<file path="src/rtl/lvds_clk_fwd_gen.sv">
// Divide-by-N forwarded clock for an external DDR/LVDS output with exact 50% duty for any N >= 2.
// Outputs registered; en_ack rises two edges after en_req, stop always completes the current period.
module lvds_clk_fwd_gen #(
    parameter int DIV_W        = 8,
    parameter int TICK_PERIODS = 16368000,
    parameter int TICK_W       = 25
) (
    input  logic             clk,
    input  logic             rst_n,
    input  logic             en_req,
    input  logic [DIV_W-1:0] div_in,
    output logic             en_ack,
    output logic             d_rise,
    output logic             d_fall,
    output logic             period_tick,
    output logic             tick_toggle
);

    // S_ARM gives the one-cycle gap between sampling the request and the first half-bit.
    typedef enum logic [1:0] {
        S_IDLE = 2'd0,
        S_ARM  = 2'd1,
        S_RUN  = 2'd2,
        S_STOP = 2'd3
    } state_t;

    localparam logic [DIV_W-1:0]  K_ONE   = DIV_W'(1);
    localparam logic [DIV_W-1:0]  K_TWO   = DIV_W'(2);
    localparam logic [TICK_W-1:0] PC_LAST = TICK_W'(TICK_PERIODS - 1);
    localparam logic [TICK_W-1:0] PC_ONE  = TICK_W'(1);

    state_t             r_state;
    state_t             w_state_nxt;
    logic [DIV_W-1:0]   r_k;
    logic [DIV_W-1:0]   w_k_nxt;
    logic [DIV_W-1:0]   r_nl;
    logic [DIV_W-1:0]   w_nl_nxt;
    logic [DIV_W-1:0]   w_nl_req;
    logic               w_last;
    logic               w_active_nxt;
    logic               w_rise_nxt;
    logic               w_fall_nxt;
    logic               w_tick_nxt;
    logic               r_en_ack;
    logic               r_d_rise;
    logic               r_d_fall;
    logic               r_period_tick;
    logic               r_tick_toggle;
    logic [TICK_W-1:0]  r_pc;

    assign w_nl_req = (div_in < K_TWO) ? K_TWO : div_in;
    assign w_last   = (r_k == r_nl - K_ONE);

    always_comb begin
        w_state_nxt = r_state;
        w_k_nxt     = r_k;
        w_nl_nxt    = r_nl;
        case (r_state)
            S_IDLE: begin
                w_k_nxt = '0;
                if (en_req) begin
                    w_state_nxt = S_ARM;
                    w_nl_nxt    = w_nl_req;
                end
            end
            S_ARM: begin
                w_k_nxt     = '0;
                w_state_nxt = en_req ? S_RUN : S_STOP;
            end
            S_RUN, S_STOP: begin
                if (w_last) begin
                    w_k_nxt     = '0;
                    w_nl_nxt    = w_nl_req;
                    w_state_nxt = en_req ? S_RUN : S_IDLE;
                end else begin
                    w_k_nxt     = r_k + K_ONE;
                    w_state_nxt = en_req ? S_RUN : S_STOP;
                end
            end
            default: begin
                w_state_nxt = S_IDLE;
                w_k_nxt     = '0;
            end
        endcase
    end

    // Decode in DIV_W+1 bits so 2k and 2k+1 never overflow for large k.
    assign w_active_nxt = (w_state_nxt == S_RUN) || (w_state_nxt == S_STOP);
    assign w_rise_nxt   = w_active_nxt && ({w_k_nxt, 1'b0} < {1'b0, w_nl_nxt});
    assign w_fall_nxt   = w_active_nxt && ({w_k_nxt, 1'b1} < {1'b0, w_nl_nxt});
    assign w_tick_nxt   = w_active_nxt && (w_k_nxt == w_nl_nxt - K_ONE);

    always_ff @(posedge clk or negedge rst_n) begin
        if (!rst_n) begin
            r_state       <= S_IDLE;
            r_k           <= '0;
            r_nl          <= K_TWO;
            r_en_ack      <= 1'b0;
            r_d_rise      <= 1'b0;
            r_d_fall      <= 1'b0;
            r_period_tick <= 1'b0;
            r_pc          <= '0;
            r_tick_toggle <= 1'b0;
        end else begin
            r_state       <= w_state_nxt;
            r_k           <= w_k_nxt;
            r_nl          <= w_nl_nxt;
            r_en_ack      <= w_active_nxt;
            r_d_rise      <= w_rise_nxt;
            r_d_fall      <= w_fall_nxt;
            r_period_tick <= w_tick_nxt;
            // r_period_tick marks the cycle now ending as the last of its period.
            if (r_period_tick) begin
                if (r_pc == PC_LAST) begin
                    r_pc          <= '0;
                    r_tick_toggle <= ~r_tick_toggle;
                end else begin
                    r_pc <= r_pc + PC_ONE;
                end
            end
        end
    end

    assign en_ack      = r_en_ack;
    assign d_rise      = r_d_rise;
    assign d_fall      = r_d_fall;
    assign period_tick = r_period_tick;
    assign tick_toggle = r_tick_toggle;

endmodule

</file>
<file path="config.mk">
export PLATFORM = sky130hd
export DESIGN_NAME = lvds_clk_fwd_gen
export DESIGN_NICKNAME = d
export VERILOG_FILES = /design/src/rtl/lvds_clk_fwd_gen.sv
export SDC_FILE = /design/constraint.sdc
export NUM_CORES = 1
export LEC_CHECK = 0
export CORE_ASPECT_RATIO = 0.7
export CORE_MARGIN = 4
export CORE_UTILIZATION = 40
export DETAILED_ROUTE_END_ITERATION = 8
export RECOVER_POWER = 100
export SYNTH_ARGS = -nofsm -noshare
export SYNTH_HDL_FRONTEND = slang
export SYNTH_SLANG_ARGS = --single-unit
</file>
<file path="constraint.sdc">
create_clock -name clk -period 10.73 [get_ports clk]
set_clock_uncertainty 0.15 [all_clocks]
set_input_delay 2.146 -clock clk [delete_from_list [all_inputs] [get_ports clk]]
set_output_delay 2.146 -clock clk [all_outputs]
set_load 0.01 [all_outputs]
</file>
==> run metrics <==
Global Route met2 Usage=21.3%; Post-Syn Area=3040 sq um; vias in the first global route=2258; die extent in x=between 100 and 150 um; hold buffer count at CTS=0; grt met1 use=28.3%; Arrival @ worst endpoint=around 5.7 ns; CP startpoint=en_req; Tmin final=5.63 ns; Yosys top cell area share=38.7%; core region area=roughly 7400 sq um; sequential share of the synthesized area=39.6%; Leakage Power=1.46 nW; FF-to-FF End=period_tick; hold path depth=1; Slew HR=-69.9%; worst-path cell chain=dlygate4sd3_1, nor2b_1, and2b_1, a21o_1, mux2_1, ha_1, inv_1, nand3_1, o32ai_1, a211oi_1, o32ai_1, o2111a_1; initial drt markers=around 230; required time of the critical path=approximately 11 ns; CP Capture Type=flip-flop; R2R cell count=13; Crit path buffers/inverters=2; row count=26; Final ANT Viol Nets=0; Antenna diodes=0; DRC viols=0; critical path's top delay family=compound AO/OA/AOI/OAI gates; Final nets=360; WL/cell=16.2 um; layout cells sized above 1=4.44%; top_reg_cell synth=dfrtp_1; post-cts resize count=0; most numerous cell in the Yosys netlist=dfrtp_1; starting density of the core=41.3%; Crit path depth=12; setup slack, reg-to-reg=around 5.7 ns; Final Hold Viols=0; Tot GR Track Use=16.9%; Die Ht=80.9 um; full die area=roughly 9100 sq um; Peak VDD IR=0.117 mV; number of max-cap violations=1; synth cell count leaders=47 x dfrtp_1, 34 x nor2_1, 33 x nand2_1; Synth area leader=dfrtp_1; clk sinks=48; synth unique cells=55; Async SR Flop Fraction=100%; GRT Residual Overflow=0; top post-synthesis cells by area=dfrtp_1 39%, xnor2_1 6.1%, xor2_1 5.8%, ha_1 4.9%, nor2_1 4.2%; total routed wirelength=7.05 mm; Slew @ Worst Pin=2.55 ns; Tot Pwr=0.859 mW; RSZ-0062 raised after global routing=no; clk root buf=clkbuf_8; final setup TNS=0 ns; dpl ws=5.10 ns; Post-DP HPWL=5.37 mm; R2R Path Start=r_nl[2]; final setup violation count=0; postcts setup bufs=0; Layout area overhead=8.65%; Post-synth EDFFs=0; Max Freq=0.178 GHz; vias per inst=5.42; CTS Buffer Depth=2; Inserted Clock Buffers=5; Seq cells post-synth=48; M3 GR Usage=3.57%; hold path start=tick_toggle; CTS tree=done; Hold Path Sink=tick_toggle; port buffer count=15; cell count after synthesis=323; CP Max Fanout=11; global-route wire length before repair=12.1 mm; clock slew at reported path FFs=0.09 ns; Final Max Tran Viols=49; violated checks=max-capacitance violations, max-slew violations; total number of vias=around 2400; crit start category=input pin; pin count of the biggest net entering global routing=49; crit-path most repeated cell=o32ai_1; fin crit share=52.5%; worst skew pair latency=approximately 0.30 ns; synth warn=0; Post-Syn Area per Cell=9.41 sq um; Hold Crit Class=flip-flop to flip-flop; Cell Pwr Density=260 nW/um^2; outcome=complete, but fails checks; Net Count, Synth=about 350; Final Wtd Congestion=between 0.9 and 1; Finished Core Util=between 40 and 50%; initial antenna violation count=0; worst setup margin=5.10 ns; layer with the highest usage=met1; H-tree levels=2; DRT Pass-1 Iters=4; CP max stage delay=approximately 0.6 ns; slowest CP cell=dlygate4sd3_1; CP Class=input pin to flip-flop; Ports=16
==> cells by family (layout without fill, tap and decap cells) <==
logic type	Yosys count	count (layout)	share of synthesized area, %
simple gates	136	136	22.8
xor+xnor	41	41	11.8
compound gates	52	52	13.3
mux	10	10	3.38
fa+ha+maj	12	12	4.94
flops	48	48	39.6
buf+inv	24	39	4.24
==> final cells by class <==
type,instances,area [sq um]
flip-flops and latches,48,1200
inverters,15,56.3
well taps,98,123
repair buffers,16,149
fillers,731,4050
multi-input cells,251,1680
clock buffers,7,86.3
clock inverters,1,7.51
==> through the flow <==
stage                     instance area [sq um]  hold slack (ns)  instances
final                                      3300            0.317        436
after global routing                       3300            0.360        436
after CTS                                  3340            0.331        436
after detailed placement                   3240            0.307        428
after global placement                     3240            0.307        428
after floorplan                            3040            0.296        323
==> per-layer routing <==
| layer | wire length (um) | share of wire [%] | vias up |
|---|---|---|---|
| met4 | 48 | 0.68 | 0 |
| met5 | 0 | 0 | - |
| met2 | 2540 | 36 | 71 |
| met3 | 508 | 7.2 | 5 |
| met1 | 3950 | 56 | 1116 |
| li1 | - | - | 1170 |
==> power by group <==
part / leakage [nW] / internal (mW) / switching (mW) / total, mW
sequential: 0.622 / 0.220 / 0.0575 / 0.278
clock: 0.0445 / 0.0525 / 0.0623 / 0.115
combinational: 0.792 / 0.201 / 0.265 / 0.466
==> flip-flops by register name, summed over array words and instances, names as in the netlist, 2 cells and up <==
| register | cells |
|---|---|
| r_pc | 25 |
| r_k | 8 |
| r_nl | 8 |
| r_state | 2 |
==> worst max-delay path by stage <==
stage,slack (ns),end
floorplan,6.10,period_tick
global placement,5.26,period_tick
detailed placement,5.10,period_tick
CTS,5.40,period_tick
global route,4.87,period_tick
finish,5.10,period_tick
==> cell usage in the layout, fill, tap and decap left out, types with 3 or more instances in the layout <==
cell type / count
clkdlybuf4s50_1: 8
o31ai_1: 3
nand2_1: 33
xnor2_1: 21
or3_1: 4
a211oi_1: 6
o21ai_0: 9
clkbuf_8: 6
xor2_1: 20
a21o_1: 3
nor4_1: 4
nor3_1: 9
dlygate4sd3_1: 6
nor2b_1: 6
inv_1: 15
nor2_1: 34
mux2i_1: 8
dfrtp_1: 47
a21oi_1: 9
nand4_1: 10
nand3_1: 15
ha_1: 12
o211ai_1: 3
and3_1: 5
No activity file was read; power rests on OpenSTA's default activity.
